`src/rtl/fetch_pc_ctrl_pkg.sv`:
```
// Shared types and constants for the RV32I fetch sequencer.
package fetch_pc_ctrl_pkg;

  typedef enum logic [1:0] {BOOT, REQ, WAIT, FULL} fetch_state_e;

  localparam logic [31:0] NOP_INSTR = 32'h0000_0013;
  localparam logic [31:0] PC_INC    = 32'd4;

  function automatic logic [31:0] word_align(input logic [31:0] addr);
    return addr & ~32'h3;
  endfunction

endpackage

```
`src/rtl/fetch_pc_ctrl_if.sv`:
```
// Single-outstanding req/gnt/rvalid instruction-memory port.
interface fetch_pc_ctrl_if;
  logic        req;
  logic [31:0] addr;
  logic        gnt;
  logic        rvalid;
  logic [31:0] rdata;

  modport master (output req, addr, input gnt, rvalid, rdata);
  modport slave  (input req, addr, output gnt, rvalid, rdata);
endinterface

```
`src/rtl/fetch_pc_ctrl_pc_next_sel.sv`:
```
// Next fetch address: trap vector beats branch target beats sequential pc+4.
module fetch_pc_ctrl_pc_next_sel
  import fetch_pc_ctrl_pkg::*;
(
  input  logic        trap,
  input  logic [31:0] trap_target,
  input  logic        br_taken,
  input  logic [31:0] br_target,
  input  logic [31:0] pc,
  output logic [31:0] next_pc
);

  always_comb begin
    if (trap)          next_pc = word_align(trap_target);
    else if (br_taken) next_pc = word_align(br_target);
    else               next_pc = pc + PC_INC;
  end

endmodule

```
`src/rtl/fetch_pc_ctrl.sv`:
```
// Fetch sequencer: owns the fetch PC, talks to instruction memory, fills the IF/ID slot.
//  state | meaning
//  BOOT  | idle for one cycle after reset release
//  REQ   | request pending on the memory port
//  WAIT  | granted, waiting for rvalid
//  FULL  | response parked in hold buffer while IF/ID is stalled
module fetch_pc_ctrl
  import fetch_pc_ctrl_pkg::*;
#(
  parameter logic [31:0] RESET_VECTOR = 32'h0000_0000,
  parameter logic [31:0] NOP_INSTR    = fetch_pc_ctrl_pkg::NOP_INSTR
) (
  input  logic                   clk,
  input  logic                   reset,
  input  logic                   stall_i,
  input  logic                   br_taken_i,
  input  logic [31:0]            br_target_i,
  input  logic                   trap_i,
  input  logic [31:0]            trap_target_i,
  fetch_pc_ctrl_if.master        imem,
  output logic                   if_valid_o,
  output logic [31:0]            if_pc_o,
  output logic [31:0]            if_instr_o
);

  fetch_state_e state_q, state_d;
  logic [31:0]  pc_q, pc_d, sel_pc;
  logic         drop_q, drop_d;
  logic         hold_vld_q, hold_vld_d;
  logic [31:0]  hold_pc_q, hold_pc_d, hold_instr_q, hold_instr_d;
  logic         req_q, req_d;
  logic [31:0]  addr_q, addr_d;
  logic         valid_q, valid_d;
  logic [31:0]  ifpc_q, ifpc_d, instr_q, instr_d;
  logic         redirect;

  assign redirect = trap_i | br_taken_i;

  fetch_pc_ctrl_pc_next_sel u_pc_next_sel (
    .trap        (trap_i),
    .trap_target (trap_target_i),
    .br_taken    (br_taken_i),
    .br_target   (br_target_i),
    .pc          (pc_q),
    .next_pc     (sel_pc)
  );

  always_comb begin
    state_d      = state_q;
    pc_d         = pc_q;
    drop_d       = drop_q;
    hold_vld_d   = hold_vld_q;
    hold_pc_d    = hold_pc_q;
    hold_instr_d = hold_instr_q;
    valid_d      = valid_q;
    ifpc_d       = ifpc_q;
    instr_d      = instr_q;
    if (!stall_i) begin
      valid_d = 1'b0;
      instr_d = NOP_INSTR;
    end
    case (state_q)
      BOOT: begin
        state_d = REQ;
        pc_d    = RESET_VECTOR;
      end
      REQ: begin
        if (imem.gnt) begin
          state_d = WAIT;
          pc_d    = sel_pc;
          drop_d  = redirect;
        end else if (redirect) begin
          pc_d = sel_pc;
        end
      end
      WAIT: begin
        if (redirect) pc_d = sel_pc;
        if (imem.rvalid) begin
          state_d = REQ;
          drop_d  = 1'b0;
          if (!drop_q && !redirect) begin
            if (!valid_q || !stall_i) begin
              valid_d = 1'b1;
              ifpc_d  = addr_q;
              instr_d = imem.rdata;
            end else begin
              hold_vld_d   = 1'b1;
              hold_pc_d    = addr_q;
              hold_instr_d = imem.rdata;
              state_d      = FULL;
            end
          end
        end else if (redirect) begin
          drop_d = 1'b1;
        end
      end
      FULL: begin
        if (redirect) begin
          state_d = REQ;
          pc_d    = sel_pc;
        end else if (!stall_i && hold_vld_q) begin
          valid_d    = 1'b1;
          ifpc_d     = hold_pc_q;
          instr_d    = hold_instr_q;
          hold_vld_d = 1'b0;
          state_d    = REQ;
        end
      end
      default: state_d = BOOT;
    endcase
    // A redirect flushes the slot even under stall.
    if (redirect && state_q != BOOT) begin
      valid_d    = 1'b0;
      instr_d    = NOP_INSTR;
      hold_vld_d = 1'b0;
    end
    req_d  = (state_d == REQ);
    addr_d = (state_d == REQ) ? pc_d : addr_q;
  end

  always_ff @(posedge clk) begin
    if (!reset) begin
      state_q      <= BOOT;
      pc_q         <= RESET_VECTOR;
      drop_q       <= 1'b0;
      hold_vld_q   <= 1'b0;
      hold_pc_q    <= '0;
      hold_instr_q <= NOP_INSTR;
      req_q        <= 1'b0;
      addr_q       <= RESET_VECTOR;
      valid_q      <= 1'b0;
      ifpc_q       <= '0;
      instr_q      <= NOP_INSTR;
    end else begin
      state_q      <= state_d;
      pc_q         <= pc_d;
      drop_q       <= drop_d;
      hold_vld_q   <= hold_vld_d;
      hold_pc_q    <= hold_pc_d;
      hold_instr_q <= hold_instr_d;
      req_q        <= req_d;
      addr_q       <= addr_d;
      valid_q      <= valid_d;
      ifpc_q       <= ifpc_d;
      instr_q      <= instr_d;
    end
  end

  assign imem.req   = req_q;
  assign imem.addr  = addr_q;
  assign if_valid_o = valid_q;
  assign if_pc_o    = ifpc_q;
  assign if_instr_o = instr_q;

endmodule
```
`src/flat_wrapper.sv`:
```
// flat-port wrapper written by rule: the top's interface ports become plain ports
module fetch_pc_ctrl_flat import fetch_pc_ctrl_pkg::*;
#(
  parameter logic [31:0] RESET_VECTOR = 32'h0000_0000,
  parameter logic [31:0] NOP_INSTR    = fetch_pc_ctrl_pkg::NOP_INSTR
)
  (clk, reset, stall_i, br_taken_i, br_target_i, trap_i, trap_target_i, if_valid_o, if_pc_o, if_instr_o, imem_req, imem_addr, imem_gnt, imem_rvalid, imem_rdata);
  fetch_pc_ctrl_if imem_i ();
  input  logic clk;
  input  logic reset;
  input  logic stall_i;
  input  logic br_taken_i;
  input  logic [31:0] br_target_i;
  input  logic trap_i;
  input  logic [31:0] trap_target_i;
  output logic if_valid_o;
  output logic [31:0] if_pc_o;
  output logic [31:0] if_instr_o;
  output wire logic [$bits(imem_i.req)-1:0] imem_req;
  output wire logic [$bits(imem_i.addr)-1:0] imem_addr;
  input wire logic [$bits(imem_i.gnt)-1:0] imem_gnt;
  input wire logic [$bits(imem_i.rvalid)-1:0] imem_rvalid;
  input wire logic [$bits(imem_i.rdata)-1:0] imem_rdata;
  assign imem_req = imem_i.req;
  assign imem_addr = imem_i.addr;
  assign imem_i.gnt = imem_gnt;
  assign imem_i.rvalid = imem_rvalid;
  assign imem_i.rdata = imem_rdata;
  fetch_pc_ctrl #(.RESET_VECTOR(RESET_VECTOR), .NOP_INSTR(NOP_INSTR)) u_core (.clk(clk), .reset(reset), .stall_i(stall_i), .br_taken_i(br_taken_i), .br_target_i(br_target_i), .trap_i(trap_i), .trap_target_i(trap_target_i), .imem(imem_i), .if_valid_o(if_valid_o), .if_pc_o(if_pc_o), .if_instr_o(if_instr_o));
endmodule
```
`config.mk`:
```
export PLATFORM = sky130hd
export DESIGN_NAME = fetch_pc_ctrl_flat
export DESIGN_NICKNAME = d
export VERILOG_FILES = /design/src/rtl/fetch_pc_ctrl_pkg.sv /design/src/rtl/fetch_pc_ctrl_if.sv /design/src/rtl/fetch_pc_ctrl_pc_next_sel.sv /design/src/rtl/fetch_pc_ctrl.sv /design/src/flat_wrapper.sv
export SDC_FILE = /design/constraint.sdc
export NUM_CORES = 1
export LEC_CHECK = 0
export CELL_PAD_IN_SITES_DETAIL_PLACEMENT = 0
export CELL_PAD_IN_SITES_GLOBAL_PLACEMENT = 1
export CORE_UTILIZATION = 37
export DETAILED_ROUTE_END_ITERATION = 10
export PLACE_DENSITY = 0.88
export SYNTH_ARGS = -nofsm -noshare
export SYNTH_HDL_FRONTEND = slang
export SYNTH_SLANG_ARGS = --single-unit
```
`constraint.sdc`:
```
create_clock -name clk -period 2.1 [get_ports clk]
set_input_delay 0.42 -clock clk [delete_from_list [all_inputs] [get_ports clk]]
set_output_delay 0.42 -clock clk [all_outputs]
set_load 0.005 [all_outputs]
```
## After elaboration in Yosys (flattened, before gate mapping)

Index checks and enable logic that the tools add are counted.

| storage, ports and cells | value |
|---|---|
| flip-flop bits (word level) | 198 |
| bits of input ports | 103 |
| output and inout bits | 98 |
| logic and storage cells | 87 |

| operators by class | value |
|---|---|
| $add $sub $neg | 1 |
| eq/ne operators | 12 |
| mux-type cells | 42 |
| bitwise operators | 3 |
| reduce and logical (&&, ||, !) cells | 18 |

Operators by type and width:

| operator | number |
|---|---|
| 32-bit two-way mux | 15 |
| 32-bit case mux with 2 select lines | 2 |
| 32-bit case mux with 3 select lines | 1 |
| 32-bit by 3-bit adder with 32-bit output (second input constant) | 1 |
| 1-bit two-way mux | 14 |
| 2-bit two-way mux | 6 |
| 6-bit AND reduction | 2 |
| 2-bit != test (second input constant) | 4 |
| 2-bit case mux with 4 select lines | 1 |
| 2-bit by 1-bit != test with 1-bit output (second input constant) | 3 |
| 1-bit case mux with 2 select lines | 3 |
| 2-bit nonzero test | 3 |
| 2-bit by 1-bit == test with 1-bit output (second input constant) | 2 |
| 2-bit == test (second input constant) | 2 |
| 1-bit zero test | 4 |
| 4-bit AND reduction | 1 |
| 2-bit OR reduction | 2 |
| 1-bit logical AND | 3 |
| 3-bit by 2-bit != test with 1-bit output (second input constant) | 1 |
| 3-bit AND reduction | 1 |
| 2-bit zero test | 1 |
| 1-bit NOT | 2 |
| 1-bit logical OR | 1 |
| 1-bit OR | 1 |

## Depth between registers and ports, before layout

| depth | value |
|---|---|
| depth in word-level cells | 7 |
| depth in mapped cells | 9 |

## Modules after synthesis

A second synthesis with hierarchy kept.

| second synthesis, totals | value |
|---|---|
| cells, all modules | 1036 |
| area total of the unflattened synthesis | 8871.0 um^2 |

Modules (own cells, without submodules):

| module | instances | cells an instance | area an instance (um^2) |
|---|---|---|---|
| fetch_pc_ctrl | 1 | 867 | 7791.2 |
| fetch_pc_ctrl_pc_next_sel | 1 | 169 | 1079.8 |

## Worst setup path after synthesis

No wires, ideal clock.

| timing | value |
|---|---|
| path kind | register -> register |
| start point | register u_core.pc_q[2] |
| end point | register u_core.addr_q[30] (netlist: u_core.imem.addr[30]) |
| setup time | 58 ps |
| arrival time | 1880 ps |
| data required time | 2042 ps |
| path slack | 162 ps |
| stages on the path, launching flop included | 8 |
| cell sequence | dfxtp_1 -> ha_1 -> nand3_1 -> nor4_4 -> nand3_1 -> o41a_1 -> o21ai_1 -> o21ba_1 |

| on the way | value |
|---|---|
| cells in the longest elaborated chain, start to end | 6 |

Ends and longest elaborated chain:

| item | RTL line | source |
|---|---|---|
| start: declaration | fetch_pc_ctrl.sv:27 | `logic [31:0] pc_q, pc_d, sel_pc;` |
| start signal: assignment | fetch_pc_ctrl.sv:136 | `pc_q <= pc_d;` |
| 32-bit by 3-bit adder with 32-bit output (*) | fetch_pc_ctrl_pc_next_sel.sv:16 | `else next_pc = pc + PC_INC;` |
| 32-bit two-way mux (*) | fetch_pc_ctrl_pc_next_sel.sv:15 | `else if (br_taken) next_pc = word_align(br_target);` |
| 32-bit two-way mux (*) | fetch_pc_ctrl_pc_next_sel.sv:14 | `if (trap) next_pc = word_align(trap_target);` |
| 32-bit two-way mux | fetch_pc_ctrl.sv:72, fetch_pc_ctrl.sv:77, fetch_pc_ctrl.sv:98 |  |
| 32-bit two-way mux | fetch_pc_ctrl.sv:68 | `if (imem.gnt) begin` |
| 32-bit case mux with 3 select lines (*) | fetch_pc_ctrl.sv:62 | `case (state_q)` |
| end signal: assignment | fetch_pc_ctrl.sv:142 | `addr_q <= addr_d;` |
| end: declaration | fetch_pc_ctrl.sv:32 | `logic [31:0] addr_q, addr_d;` |

Every way passes the cells marked *; elsewhere a longest branch is shown, timed or not.
A chain may end at the register's enable or synchronous reset.

## Final worst setup path

Ends and elaborated chain as after synthesis.

==> results.txt <==
The final hold violation count is 0. The source of the worst hold timing path is u_core.hold_pc_q[19]. The total via count in the routed design came out at 9383. The violation count after the first detailed-route iteration is 697. The initial utilization of the core area, before any placement, comes to 0.378. The clock skew came out at 13.9 ps. The largest fanout on the critical path is 3. The number of antenna violations at the first check in global routing was 0. The tool flagged a number of max-cap violations equal to 0. Using the TritonRoute via totals, the vias-per-cell ratio works out to 5.43. The routing usage on met2 is 0.401. For this run, global-route usage on met1 was measured as 0.333. Setup violations remaining at the end of the flow were counted as 0. The netlist area before placement came out at 0.00887 mm². The detail-routed net length per standard cell came out at 17.8 µm.

The depth of the worst hold-timing path came out at 2. In the routed design, unresolved DRC markers number 0. The share of post-route cells with drive strength above 1 came out at 0.163. Setup repair after global routing could not meet its margin everywhere. The global-route wire length before repair is 47400 µm. The worst hold path terminates at u_core.hold_pc_q[19].

The critical path data arrival time is 2410 ps. The number of inserted diodes is 0. The number of cells on the worst reg-to-reg path is 7. Routability-driven placement finished with a final weighted congestion of 0.932. The global-route usage over all layers came out at 0.250. In this run the cell area measured after placement is 0.0121 mm². The worst supply voltage drop on vdd is 0.489 mV. Among all flip-flop cells after synthesis, the most frequent one is dfxtp_1.

The clock slew seen by the registers of the worst setup and hold paths is 80 ps. In the layout the commonest cells are 213 x nand2_1, 195 x clkdlybuf4s50_1, 193 x dfxtp_1. The count of H-tree levels built during CTS came out at 4. The minimum clock period after layout came out at 2020 ps. For the final routed database, the setup TNS stands at 0 ps. The total iterations of the first detailed-routing run is 5. The instance count of the mapped netlist came out at 1113. The clock passes through at most 2 buffers.

Excluding fillers, the count of instances in the completed layout stands at 1729. The synthesized design spends more area on one cell type than any other, namely dfxtp_1. The worst setup path is launched from a register.

Entering global routing, the biggest net connects 65 pins. The core area came out at 0.0235 mm². The library cell used most frequently in the layout, excluding fill and tap cells, is nand2_1. The startpoint identified for the worst register-to-register timing path is u_core.pc_q[2]. The initialized floorplan defines 56 standard-cell rows. The clock reaches the later pin of the worst-skew pair after 440 ps. The area of the die came out at 0.0246 mm². The estimated wirelength of the detail-placed design is 22400 µm. The mean cell area of the mapped netlist is 7.97 µm². In this run the worst hold path is classified as register to register. The worst setup path is of the register to register kind. The number of nets in the synthesized netlist is 1217.

The global-route met3 utilization came out at 0.0446. The global routing stage identified its most utilized layer as met2. The max-slew violation count came to 0. The port buffer count came out at 196. The final wirelength is 30800 µm. The total leakage power came out at 4.67 nW. The data required time of the worst path is 2490 ps.

The die height came out at 157 µm. The top-area cell type share of the netlist area came out at 0.447. For the pin with the worst max-slew slack, the measured transition is 532 ps. The number of distinct library cells after synthesis is 81.

After synthesis, the cell types taking the most area are dfxtp_1 45%, nand2_1 9.1%, a21oi_1 6.3%, nor2_1 4.8%, nand3_1 3.3%. Counting tap cells, the placed design contains a total of 1694 instances. The slack of the worst reg-to-reg path came out at 80 ps. The worst setup path is captured at a register.

The number of clock sinks came out at 198. The signed area change from the synthesized netlist to the final layout came out at 44.7%. For this run, the top clock speed supported by timing is 494 MHz. The fraction of the cycle the final worst path needs came out at 0.963.

In this run, synthesis inferred 0 flip-flops with an integrated enable. The share of the Yosys chip area taken by registers is 0.447. The register bit total from synthesis came out at 198.

The worst register-to-register path ends at u_core.imem.addr[30]. The areal power density over the cells came out at 666 mW/mm². The x dimension of the die came out at 157 µm.

The via count of the first global-routing pass was 8680. The run finished with clean final reports. The boundary pin count is 201. The async set-reset flop share out of synthesis is 0. The normalized max-slew margin is 0.644.

The final non-filler cell area came out at 0.0128 mm². The global route total overflow came out at 0. CTS placed an instance of clkbuf_16 at the clock tree root.

The net count of the finished layout came out at 1501. The clock tree from TritonCTS is done. The synthesis warning total came out at 0. The number of routed nets with antenna violations came out at 0.

The number of buffers created by CTS is 17.
[area by class of cell]
class	instances	area, µm²
Timing Repair Buffer	356	3320
Sequential cell	198	3970
Inverter	10	38.8
Clock inverter	14	183
Tap cell	319	399
Multi-Input combinational cell	814	4500
Clock buffer	18	429
Fill cell	2174	10600
[worst max-delay path: stages, from the launching register on]
cell and delay [ps]:
dfxtp_1 340, ha_1 180, nand3_1 190, nor4_4 320, nand3_1 190, o41a_1 390, o21ai_1 200, o21ba_1 150
[timing repair]
action	in CTS	in global routing
hold buffers	0	0
pin swaps	0	5
endpoints found under the setup margin	1	44
cloned	0	2
gates resized for setup	1	18
buffers inserted	0	1
[how the worst max path moves through the flow]
stage,startpoint,slack [ps],depth (start not counted),endpoint
CTS,u_core.pc_q[2],20,9,u_core.imem.addr[12]
global route,br_taken_i,-3,9,u_core.imem.addr[23]
floorplan,u_core.pc_q[2],160,7,u_core.imem.addr[30]
detailed placement,br_taken_i,-560,8,u_core.imem.addr[2]
finish,u_core.pc_q[2],80,7,u_core.imem.addr[30]
global placement,imem_rvalid,-500,8,u_core.imem.addr[2]
[registers in the layout, indices dropped and copies added, names as in the netlist]
register,cells
u_core.hold_instr_q,32
u_core.hold_pc_q,32
u_core.if_instr_o,32
u_core.if_pc_o,32
u_core.imem.addr,32
u_core.pc_q,32
u_core.state_q,2
u_core.drop_q,1
u_core.hold_vld_q,1
u_core.if_valid_o,1
u_core.imem.req,1
[cell usage after synthesis, types with 4 or more instances]
master / count
dfxtp_1: 198
o211ai_1: 4
nand3_1: 58
a21o_1: 5
inv_1: 9
clkbuf_1: 62
mux2i_1: 5
a21oi_1: 112
a311oi_1: 32
nand2b_1: 8
a221oi_1: 25
nand2_1: 215
xnor2_1: 6
o22ai_1: 13
nand4_1: 12
nor2b_1: 7
o21ai_1: 4
a211oi_1: 4
clkbuf_8: 7
and2_1: 9
o2bb2ai_1: 4
o21ai_0: 34
and3_1: 17
nor2_1: 114
o31ai_1: 11
a22oi_1: 6
nor3_1: 38
a31oi_1: 8
buf_2: 18
[cell families (layout without fill, tap and decap cells)]
kind of cell,count (synthesis),in the layout,synth area share
simple gates,504,504,0.260
compound gates,294,294,0.221
flops,198,198,0.447
buf+inv,101,398,0.0553
xor+xnor,9,9,0.00888
mux,6,6,0.00691
fa+ha+maj,1,1,0.00141
[where the power goes]
group	internal, W	switching, W	total [W]
combinational	0.000622	0.000594	0.00122
sequential	0.00384	0.000114	0.00396
clock	0.00172	0.00166	0.00338
[routing by layer]
layer  share of wire  routed length (µm)
met1            0.45               13900
met5               0                   0
met4           0.024                 728
met3           0.051                1560
met2            0.47               14600
[per-stage QoR]
stage	util	setup slack [ps]	hold WS [ps]	total power, W
finish	0.547	77.3	456	0.00856
global route	0.547	-2.71	473	0.00886
CTS	0.541	18.5	458	0.00859
detailed placement	0.515	-560	447	0.00523
global placement	0.515	-497	442	0.00522
floorplan	-	162	436	0.00449
No activity file was read; power rests on OpenSTA's default activity.
